**src/rtl/cache_pkg.sv**
```systemverilog
// Shared FSM state encoding and associativity checks for the cache level.
package cache_pkg;

  typedef enum logic [2:0] {
    IDLE      = 3'd0,
    LOOKUP    = 3'd1,
    WRITEBACK = 3'd2,
    FILL_REQ  = 3'd3,
    FILL_WAIT = 3'd4,
    RESPOND   = 3'd5
  } state_t;

  function automatic bit assoc_legal(input int assoc);
    return (assoc == 1) || (assoc == 2);
  endfunction

  // An illegal ASSOC value falls back to a direct-mapped cache.
  function automatic int legal_ways(input int assoc);
    return assoc_legal(assoc) ? assoc : 1;
  endfunction

endpackage

```
**src/rtl/cache_way_array.sv**
```systemverilog
// Storage for one cache way: valid/dirty bits (reset) plus tag and data arrays.
module cache_way_array
  import cache_pkg::*;
#(
  parameter int INDEX_W = 2,
  parameter int TAG_W   = 6,
  parameter int DATA_W  = 8
) (
  input  logic               clk,
  input  logic               reset_n,
  input  logic [INDEX_W-1:0] index,
  output logic               valid,
  output logic               dirty,
  output logic [TAG_W-1:0]   tag,
  output logic [DATA_W-1:0]  data,
  input  logic               wr_en,
  input  logic               wr_dirty,
  input  logic [TAG_W-1:0]   wr_tag,
  input  logic [DATA_W-1:0]  wr_data
);

  localparam int DEPTH = 1 << INDEX_W;

  logic [DEPTH-1:0]  valid_bits;
  logic [DEPTH-1:0]  dirty_bits;
  logic [TAG_W-1:0]  tag_mem  [DEPTH];
  logic [DATA_W-1:0] data_mem [DEPTH];

  // Line state bits; every write installs a valid line.
  always_ff @(posedge clk or negedge reset_n) begin
    if (!reset_n) begin
      valid_bits <= '0;
      dirty_bits <= '0;
    end else if (wr_en) begin
      valid_bits[index] <= 1'b1;
      dirty_bits[index] <= wr_dirty;
    end
  end

  // Tag and data payload, meaningful only while the line is valid.
  always_ff @(posedge clk) begin
    if (wr_en) begin
      tag_mem[index]  <= wr_tag;
      data_mem[index] <= wr_data;
    end
  end

  assign valid = valid_bits[index];
  assign dirty = dirty_bits[index];
  assign tag   = tag_mem[index];
  assign data  = data_mem[index];

endmodule

```
**src/rtl/cache_level.sv**
```systemverilog
// One-word-per-line write-back, write-allocate cache level with 1 or 2 ways,
// LRU replacement and saturating hit/miss statistics.
module cache_level
  import cache_pkg::*;
#(
  parameter int ADDR_W  = 8,
  parameter int DATA_W  = 8,
  parameter int INDEX_W = 2,
  parameter int ASSOC   = 1,
  parameter int CNT_W   = 16
) (
  input  logic              clk,
  input  logic              reset_n,
  input  logic              up_req_valid,
  output logic              up_req_ready,
  input  logic              up_write,
  input  logic [ADDR_W-1:0] up_addr,
  input  logic [DATA_W-1:0] up_wdata,
  output logic              up_resp_valid,
  output logic [DATA_W-1:0] up_rdata,
  output logic              up_hit,
  output logic              dn_req_valid,
  input  logic              dn_req_ready,
  output logic              dn_write,
  output logic [ADDR_W-1:0] dn_addr,
  output logic [DATA_W-1:0] dn_wdata,
  input  logic              dn_resp_valid,
  input  logic [DATA_W-1:0] dn_rdata,
  output logic [CNT_W-1:0]  hit_count,
  output logic [CNT_W-1:0]  miss_count
);

  localparam int TAG_W = ADDR_W - INDEX_W;
  localparam int DEPTH = 1 << INDEX_W;
  localparam int NWAYS = legal_ways(ASSOC);

  state_t state, next_state;

  logic [ADDR_W-1:0]  req_addr;
  logic [DATA_W-1:0]  req_wdata;
  logic               req_write;
  logic [INDEX_W-1:0] req_index;
  logic [TAG_W-1:0]   req_tag;
  logic               vic_way;
  logic [DEPTH-1:0]   lru;

  logic [NWAYS-1:0]   way_valid, way_dirty, way_match, way_wr;
  logic [TAG_W-1:0]   way_tag  [NWAYS];
  logic [DATA_W-1:0]  way_data [NWAYS];

  logic               hit, hit_way, has_invalid, inv_way, vic_sel, vic_dirty, acc_way;
  logic [DATA_W-1:0]  hit_data, vic_data, wr_data;
  logic [TAG_W-1:0]   vic_tag;
  logic               dn_fire, install, inst_way, wr_dirty;

  assign req_index = req_addr[INDEX_W-1:0];
  assign req_tag   = req_addr[ADDR_W-1:INDEX_W];
  assign dn_fire   = dn_req_valid && dn_req_ready;

  for (genvar w = 0; w < NWAYS; w++) begin : g_way
    cache_way_array #(
      .INDEX_W(INDEX_W),
      .TAG_W  (TAG_W),
      .DATA_W (DATA_W)
    ) u_way (
      .clk     (clk),
      .reset_n (reset_n),
      .index   (req_index),
      .valid   (way_valid[w]),
      .dirty   (way_dirty[w]),
      .tag     (way_tag[w]),
      .data    (way_data[w]),
      .wr_en   (way_wr[w]),
      .wr_dirty(wr_dirty),
      .wr_tag  (req_tag),
      .wr_data (wr_data)
    );
  end

  // Tag compare and victim choice; loops run downward so way0 wins ties.
  always_comb begin
    hit_way  = 1'b0;
    inv_way  = 1'b0;
    hit_data = '0;
    vic_data = '0;
    vic_tag  = '0;
    vic_dirty = 1'b0;
    for (int w = NWAYS - 1; w >= 0; w--) begin
      way_match[w] = way_valid[w] && (way_tag[w] == req_tag);
      hit_way      = way_match[w] ? 1'(w) : hit_way;
      inv_way      = !way_valid[w] ? 1'(w) : inv_way;
    end
    hit         = |way_match;
    has_invalid = ~&way_valid;
    vic_sel     = has_invalid ? inv_way : ((NWAYS == 2) ? lru[req_index] : 1'b0);
    for (int w = 0; w < NWAYS; w++) begin
      hit_data  = (hit_way == 1'(w)) ? way_data[w] : hit_data;
      vic_data  = (vic_sel == 1'(w)) ? way_data[w] : vic_data;
      vic_tag   = (vic_sel == 1'(w)) ? way_tag[w] : vic_tag;
      vic_dirty = (vic_sel == 1'(w)) ? (way_valid[w] && way_dirty[w]) : vic_dirty;
    end
    acc_way = hit ? hit_way : vic_sel;
  end

  // Next state plus the line install that accompanies each transition.
  always_comb begin
    next_state = state;
    install    = 1'b0;
    inst_way   = vic_way;
    wr_dirty   = 1'b1;
    wr_data    = req_wdata;
    case (state)
      IDLE: begin
        if (up_req_valid && up_req_ready) next_state = LOOKUP;
        else                              next_state = IDLE;
      end
      LOOKUP: begin
        if (hit) begin
          next_state = RESPOND;
          install    = req_write;
          inst_way   = hit_way;
        end else if (vic_dirty) begin
          next_state = WRITEBACK;
        end else if (req_write) begin
          next_state = RESPOND;
          install    = 1'b1;
          inst_way   = vic_sel;
        end else begin
          next_state = FILL_REQ;
        end
      end
      WRITEBACK: begin
        if (dn_fire) begin
          if (req_write) begin
            next_state = RESPOND;
            install    = 1'b1;
          end else begin
            next_state = FILL_REQ;
          end
        end else begin
          next_state = WRITEBACK;
        end
      end
      FILL_REQ: begin
        if (dn_fire) next_state = FILL_WAIT;
        else         next_state = FILL_REQ;
      end
      FILL_WAIT: begin
        if (dn_resp_valid) begin
          next_state = RESPOND;
          install    = 1'b1;
          wr_dirty   = 1'b0;
          wr_data    = dn_rdata;
        end else begin
          next_state = FILL_WAIT;
        end
      end
      RESPOND: next_state = IDLE;
      default: next_state = IDLE;
    endcase
    for (int w = 0; w < NWAYS; w++) begin
      way_wr[w] = install && (inst_way == 1'(w));
    end
  end

  // FSM state register.
  always_ff @(posedge clk or negedge reset_n) begin
    if (!reset_n) state <= IDLE;
    else          state <= next_state;
  end

  // Request capture, replacement bookkeeping and statistics.
  always_ff @(posedge clk or negedge reset_n) begin
    if (!reset_n) begin
      req_addr   <= '0;
      req_wdata  <= '0;
      req_write  <= 1'b0;
      vic_way    <= 1'b0;
      lru        <= '0;
      hit_count  <= '0;
      miss_count <= '0;
    end else begin
      if (state == IDLE && up_req_valid && up_req_ready) begin
        req_addr  <= up_addr;
        req_wdata <= up_wdata;
        req_write <= up_write;
      end
      if (state == LOOKUP) begin
        vic_way        <= vic_sel;
        lru[req_index] <= ~acc_way;
        if (hit && (hit_count != {CNT_W{1'b1}}))    hit_count  <= hit_count + 1'b1;
        if (!hit && (miss_count != {CNT_W{1'b1}})) miss_count <= miss_count + 1'b1;
      end
    end
  end

  // Registered interface outputs; dn_* fields load once per request and then hold.
  always_ff @(posedge clk or negedge reset_n) begin
    if (!reset_n) begin
      up_req_ready  <= 1'b0;
      up_resp_valid <= 1'b0;
      up_hit        <= 1'b0;
      up_rdata      <= '0;
      dn_req_valid  <= 1'b0;
      dn_write      <= 1'b0;
      dn_addr       <= '0;
      dn_wdata      <= '0;
    end else begin
      up_req_ready  <= (next_state == IDLE);
      up_resp_valid <= (next_state == RESPOND);
      dn_req_valid  <= (next_state == WRITEBACK) || (next_state == FILL_REQ);
      if (state == LOOKUP) begin
        up_hit   <= hit;
        up_rdata <= req_write ? req_wdata : hit_data;
      end
      if (state == FILL_WAIT && dn_resp_valid) up_rdata <= dn_rdata;
      if (state == LOOKUP && next_state == WRITEBACK) begin
        dn_write <= 1'b1;
        dn_addr  <= {vic_tag, req_index};
        dn_wdata <= vic_data;
      end else if (next_state == FILL_REQ && state != FILL_REQ) begin
        dn_write <= 1'b0;
        dn_addr  <= req_addr;
        dn_wdata <= '0;
      end
    end
  end

endmodule

```
**config.mk**
```make
export PLATFORM = sky130hd
export DESIGN_NAME = cache_level
export DESIGN_NICKNAME = d
export VERILOG_FILES = /design/src/rtl/cache_pkg.sv /design/src/rtl/cache_way_array.sv /design/src/rtl/cache_level.sv
export SDC_FILE = /design/constraint.sdc
export NUM_CORES = 1
export LEC_CHECK = 0
export CAP_MARGIN = 10
export CORE_UTILIZATION = 29
export CTS_CLUSTER_DIAMETER = 120
export CTS_CLUSTER_SIZE = 12
export DETAILED_ROUTE_END_ITERATION = 10
export GPL_TIMING_DRIVEN = 0
export RECOVER_POWER = 100
export SYNTH_ARGS = -nofsm -noshare
export SYNTH_HDL_FRONTEND = slang
export SYNTH_SLANG_ARGS = --single-unit
```
**constraint.sdc**
```tcl
create_clock -name clk -period 6.65 [get_ports clk]
set_input_delay 1.33 -clock clk [delete_from_list [all_inputs] [get_ports clk]]
set_output_delay 1.33 -clock clk [all_outputs]
set_load 0.01 [all_outputs]
```
==> metrics, run 1 <==
status=finished, violations left; failing checks=capacitance limit, slew limit; Finish-stage setup viols=0; placed cell count=885; Detailed Route WL=between 15000 and 20000 um; antenna violations before repair=0; DRT iter0 DRCs=248; # hold bufs at CTS=0; Num CTS Buffers=17; vias in the first global route=4360; Post-Layout Cell Count=917; setup TNS=0 ns; CP endpoint=g_way[0].u_way.data_mem[0][5]; Antenna Violating Nets Remaining=0; ratio of final minimum period to clock period=approximately two thirds; Antenna Cells=0; ys flop type=dfrtp_1; clock-pin slew on the worst setup and hold paths=about 0.06 ns; Synth Area in XOR/XNOR=5.15%; post-CTS sizing=0; DR WL/cell=16.6 um; Hold Path Class=reg2reg; # rows=54; CP startpoint=req_addr[0]; Post-Synth Simple-Gate Area=13.7%; Final Hold Viols=0; Yosys reg bits=145; reg2reg path depth=8; global-route wire length before repair=24100 um; drt drc=0; die area=0.0227 mm^2; IO buf count=90; HPWL after DPL=10800 um; skew final=0.0111 ns; reg2reg start=req_addr[0]; Die X=between 150 and 200 um; Power Density=429 mW/mm^2; IO Pins=91; chip height=151 um; total gr overflow=0; Synth Warn #=0; Post-Synth Adder-Cell Area=less than 1%; Post-Syn Area per Cell=around 13 um^2; TritonCTS clock tree=built; final worst-path setup slack=approximately 2.1 ns; Peak Freq=roughly 220 MHz; max_cap viols=1; Sink Count=145; Distinct cells, synth=55; CP Launch Type=flop; r2r endpoint=g_way[0].u_way.data_mem[0][5]; Post-synth EDFFs=between 50 and 60; syn nets=between 500 and 600; hold path start=miss_count[7]; DRT Pass-1 Iters=5; RSZ-0062 raised after global routing=no; R2R setup slack=2.14 ns; Synth Area in Compound Gates=8.15%; slew margin rel.=-69.3%; CP arrival=4.54 ns; largest family of logic cells by synthesized area=simple AND/OR/NAND/NOR gates; gr usage total=14.3%; Max Root-Sink Buffers=2; Clk Latency, worst-skew pair=roughly 0.43 ns; Leakage=3.32 nW; largest net degree at the start of global routing=48; Crit Path Class=reg2reg; final RePlAce weighted congestion=roughly 0.76; CP required=6.68 ns; Post-Place Worst Slack=~2.6 ns; fin crit period=4.51 ns; nets@finish=between 600 and 700; async set-reset flop share out of synthesis=61.4%; VDD IR max=0.193 mV; postcts setup bufs=0; CTS H-Tree Depth=4; sequential share of the synthesized area=60.9%; Via density=between 4 and 5; starting density of the core=29.5%; Post-Synthesis Cells=512; Crit. End Element=flop; layout cells sized above 1=11.3%; Worst Path Max Fanout=14; Core ar.=0.0218 mm^2; Area growth, synth to finish=27.5%; max-slew violations=43; mapped cell area=0.00642 mm^2; fillcell total=2164; DR vias=4396; clk root buf=clkbuf_16; proportion of synthesized area in mux cells=9.24%; Worst-Margin Slew=about 2.5 ns
## routing by layer
layer,GRT usage (%),routed length [um]
met1,19.2,7090
met2,22.4,7240
met3,3.42,669
met4,5.30,234
met5,0,0
## synthesized netlist by cell type, drive strengths merged (5+ instances only)
| cell type | count | share of area [%] |
|---|---|---|
| nand3 | 19 | 1.6 |
| nor3 | 14 | 1.2 |
| inv | 6 | 0.35 |
| a21oi | 20 | 1.6 |
| mux4 | 16 | 5.7 |
| edfxtp | 56 | 26 |
| xnor2 | 20 | 3.0 |
| o21bai | 5 | 0.58 |
| nand4 | 7 | 0.68 |
| o211ai | 12 | 1.5 |
| dfrtp | 89 | 35 |
| nor2 | 16 | 0.94 |
| and4 | 5 | 0.68 |
| buf | 11 | 1.2 |
| clkbuf | 15 | 0.88 |
| xor2 | 16 | 2.2 |
| mux2 | 20 | 3.5 |
| nand2b | 5 | 0.49 |
| o21ai | 29 | 2.7 |
| nand2 | 92 | 5.4 |
## layout make-up
cell class | count | area, um^2 | share of cell area [%]
clock inverter | 11 | 130 | 1.59
buffer | 26 | 116 | 1.42
sequential | 145 | 3910 | 47.8
clock buffer | 21 | 450 | 5.50
timing repair buffer | 93 | 930 | 11.4
multi-input combinational | 334 | 2270 | 27.8
inverter | 7 | 26.3 | 0.321
tap | 280 | 350 | 4.28
## metrics by stage
step	cell area (um^2)	total power, W	hold slack, ns	util (%)
finish	8180	0.00351	0.479	37.6
global route	8180	0.00372	0.492	37.6
CTS	8310	0.00365	0.478	38.2
detailed placement	7720	0.00269	0.461	35.5
global placement	7670	0.00267	0.456	35.2
floorplan	6420	0.00219	0.438	-
## logic make-up after synthesis
group | Yosys count
muxes | 36
AOI/OAI and AO/OA | 80
buffers and inverters | 33
adders and majority gates | 2
xor gates and xnor gates | 36
and+or+nand+nor | 180
DFF | 145
## where the power goes
group / internal, W / switching [W] / leakage (nW)
clock network: 0.000567 / 0.000385 / 0.283
logic: 0.000514 / 0.000667 / 1.39
registers: 0.00121 / 0.000163 / 1.65
total: 0.00229 / 0.00122 / 3.32
## registers in the layout (all words and copies together), names as in the netlist
register / cells
hit_count: 16
dn_addr: 8
req_wdata: 8
g_way.u_way.dirty_bits: 4
g_way.u_way.data_mem: 32
up_rdata: 8
state: 3
dn_wdata: 8
up_resp_valid: 1
req_addr: 8
dn_req_valid: 1
req_write: 1
g_way.u_way.tag_mem: 24
dn_write: 1
up_hit: 1
g_way.u_way.valid_bits: 4
up_req_ready: 1
miss_count: 16
## critical path, stage by stage (launching register included)
cell      delay (ns)
dfrtp_1         0.46
clkbuf_1        0.69
mux4_2          0.62
xnor2_1         0.18
nand3_1         0.15
clkbuf_1        0.27
o21bai_1        0.27
a31oi_1         0.27
nor2_1          1.20
## worst min path at each step
stage                                              end  slack [ns]  cells past startpoint
final                                    miss_count[7]        0.48                      1
after global routing      g_way[0].u_way.valid_bits[2]        0.49                      1
after CTS                 g_way[0].u_way.valid_bits[3]        0.48                      1
after detailed placement  g_way[0].u_way.valid_bits[3]        0.46                      1
after global placement    g_way[0].u_way.valid_bits[3]        0.46                      1
after floorplan           g_way[0].u_way.valid_bits[2]        0.44                      1
## cell usage in the layout (no fill, tap or decap), types with 3 or more instances in the layout
cell type	synthesis	final
a21oi_1	20	20
nand2_1	92	92
nand3_1	18	19
mux2_1	3	3
inv_6	0	4
xor2_1	16	16
clkbuf_16	0	17
clkdlybuf4s50_1	0	26
nand2b_1	5	5
clkbuf_1	15	26
dfrtp_1	89	89
buf_2	6	3
and4_1	5	5
o21bai_1	5	5
edfxtp_1	56	56
inv_1	6	6
nor3_1	13	13
o21ai_0	17	29
xnor2_1	18	20
o211ai_1	11	11
o31ai_1	4	4
mux2_2	17	17
or2_2	3	3
dlygate4sd3_1	0	63
nand4_1	7	7
mux4_2	14	14
nor4_1	2	4
and3_1	4	4
nor2_1	16	16
Note: power is estimated with default switching activity, not from simulation.
==> run 2, diff against run 1 <==
==> constraint.sdc (replaced) <==
create_clock -name clk -period 3.9 [get_ports clk]
set_input_delay 0.78 -clock clk [delete_from_list [all_inputs] [get_ports clk]]
set_output_delay 0.78 -clock clk [all_outputs]
set_load 0.01 [all_outputs]
==> metrics, run 2 (synthesized netlist as in run 1, its figures left out) <==
RSZ-0062 raised after global routing=no; Crit. End Element=flop; Power Density=733 mW/mm^2; Min-Delay Path Depth=1; skew final=about 0.010 ns; Detailed Route WL=15200 um; Area after DPL=around 0.0077 mm^2; hold path start=miss_count[7]; max-slew violations=between 40 and 50; Hold Path Class=reg2reg; WL met2=7230 um; DRT iter0 DRCs=240; largest registers=g_way.u_way.data_mem x32, g_way.u_way.tag_mem x24; DRT Pass-1 Iters=5; status=finished, violations left; placed cell count=885; HPWL after DPL=10800 um; total gr overflow=0; IO Pins=between 90 and 100; fin util=a little under two fifths; DR WL/cell=16.6 um; Area growth, synth to finish=28.0%; slew margin rel.=-68.1%; Core ar.=0.0218 mm^2; Design Power=0.00602 W; starting density of the core=29.5%; vias in the first global route=4360; most common cell after layout, fill and taps aside=nand2_1; Sw Ratio=34.7%; Worst Path Max Fanout=10; final instance area=0.00822 mm^2; clock-pin slew on the worst setup and hold paths=0.06 ns; Num CTS Buffers=17; Largest register FFs=32; register area=between 0.003 and 0.004 mm^2; chip height=151 um; post-CTS sizing=0; Reg with most FFs=g_way.u_way.data_mem; ratio of final minimum period to clock period=roughly nine tenths; Final Hold Viols=0; antenna violations before repair=0; IO buf count=90; Finish-stage setup viols=0; failing checks=capacitance limit, slew limit; CTS H-Tree Depth=4; final RePlAce weighted congestion=0.757; # hold bufs at CTS=0; TritonCTS clock tree=built; P_int=between 0.003 and 0.004 W; Peak Freq=roughly 280 MHz; clock power share=27.0%; multi-input logic area=0.00230 mm^2; switching power=0.00209 W; Leakage=3.34 nW; # rows=54; global-route wire length before repair=between 20000 and 25000 um; fin crit period=3.54 ns; DRT met1 WL=7020 um; Via density=4.80; reg2reg start=req_addr[0]; max_cap viols=1; postcts setup bufs=0; Post-Layout Cell Count=around 900; die area=0.0227 mm^2; Clk Latency, worst-skew pair=0.43 ns; Worst-Margin Slew=2.52 ns; drt drc=0; Max Root-Sink Buffers=2; hold path endpoint=miss_count[7]; Antenna Cells=0; Max Used Layer=met4; commonest cells after routing, fill and taps aside=92 x nand2_1, 89 x dfrtp_1, 62 x dlygate4sd3_1; Antenna Violating Nets Remaining=0; combinational cell fraction of total power=34.1%; gr usage total=14.3%; VDD IR max=0.330 mV; CP required=4.00 ns; CP Launch Type=flop; layout cells sized above 1=12.9%; Die X=151 um; reg2reg path depth=8; part of the power in registers=39.0%; Sink Count=145; Crit Path Class=reg2reg; fillcell total=2159; R2R setup slack=0.36 ns; CP arrival=3.64 ns; Hold WS=about 0.48 ns; clk root buf=clkbuf_16; DR vias=around 4400; met3 WL=740 um; largest net degree at the start of global routing=48; nets@finish=656; r2r endpoint=g_way[0].u_way.data_mem[2][2]
==> run 2: power by group through the flow <==
stage	clock network (W)	registers, W	logic [W]
after floorplan	0	0.00236	0.00136
after global placement	0	0.00238	0.00218
after detailed placement	0	0.00238	0.00221
after CTS	0.00165	0.00236	0.00222
after global routing	0.00171	0.00241	0.00227
final	0.00162	0.00235	0.00205
==> run 2: layout make-up <==
class                           instances  share of cell area [%]
Buffer                                 26                    1.40
Clock buffer                           21                    5.48
Inverter                                7                   0.320
Clock inverter                         11                    1.58
Sequential cell                       145                    47.6
Timing Repair Buffer                   93                    11.4
Tap cell                              280                    4.26
Multi-Input combinational cell        334                    28.0
==> run 2: worst max-delay path, cell delays in order (launching register included) <==
cell and delay, ns:
dfrtp_1 0.47, mux4_1 0.65, xnor2_1 0.18, nand4_1 0.18, buf_2 0.23, o21bai_1 0.24
a31oi_1 0.29, nor2_1 0.57, clkbuf_2 0.39
==> run 2: worst max-delay path by stage <==
stage,from,endpoint,slack [ns],cells after the start
2_1_floorplan,req_addr[0],g_way[0].u_way.data_mem[1][0],0.86,8
3_3_place_gp,reset_n,req_wdata[4],-1.51,1
3_5_place_dp,req_addr[0],g_way[0].u_way.data_mem[3][3],0.32,8
4_1_cts,req_addr[0],g_way[0].u_way.data_mem[3][5],0.30,8
5_1_grt,req_addr[0],g_way[0].u_way.data_mem[2][2],0.1,9
6_report,req_addr[0],g_way[0].u_way.data_mem[2][2],0.36,8
==> run 2: metal layers <==
metal	track usage [%]	vias up
met1	19.2	2171
met2	22.4	129
met3	3.42	21
li1	-	2082
met4	5.30	0
met5	0	-
==> run 2: stage by stage <==
step / TNS [ns] / worst slack, ns
floorplan: 0 / 0.856
global placement: -135.78 / -1.51
detailed placement: 0 / 0.319
CTS: 0 / 0.297
global route: 0 / 0.0996
finish: 0 / 0.364
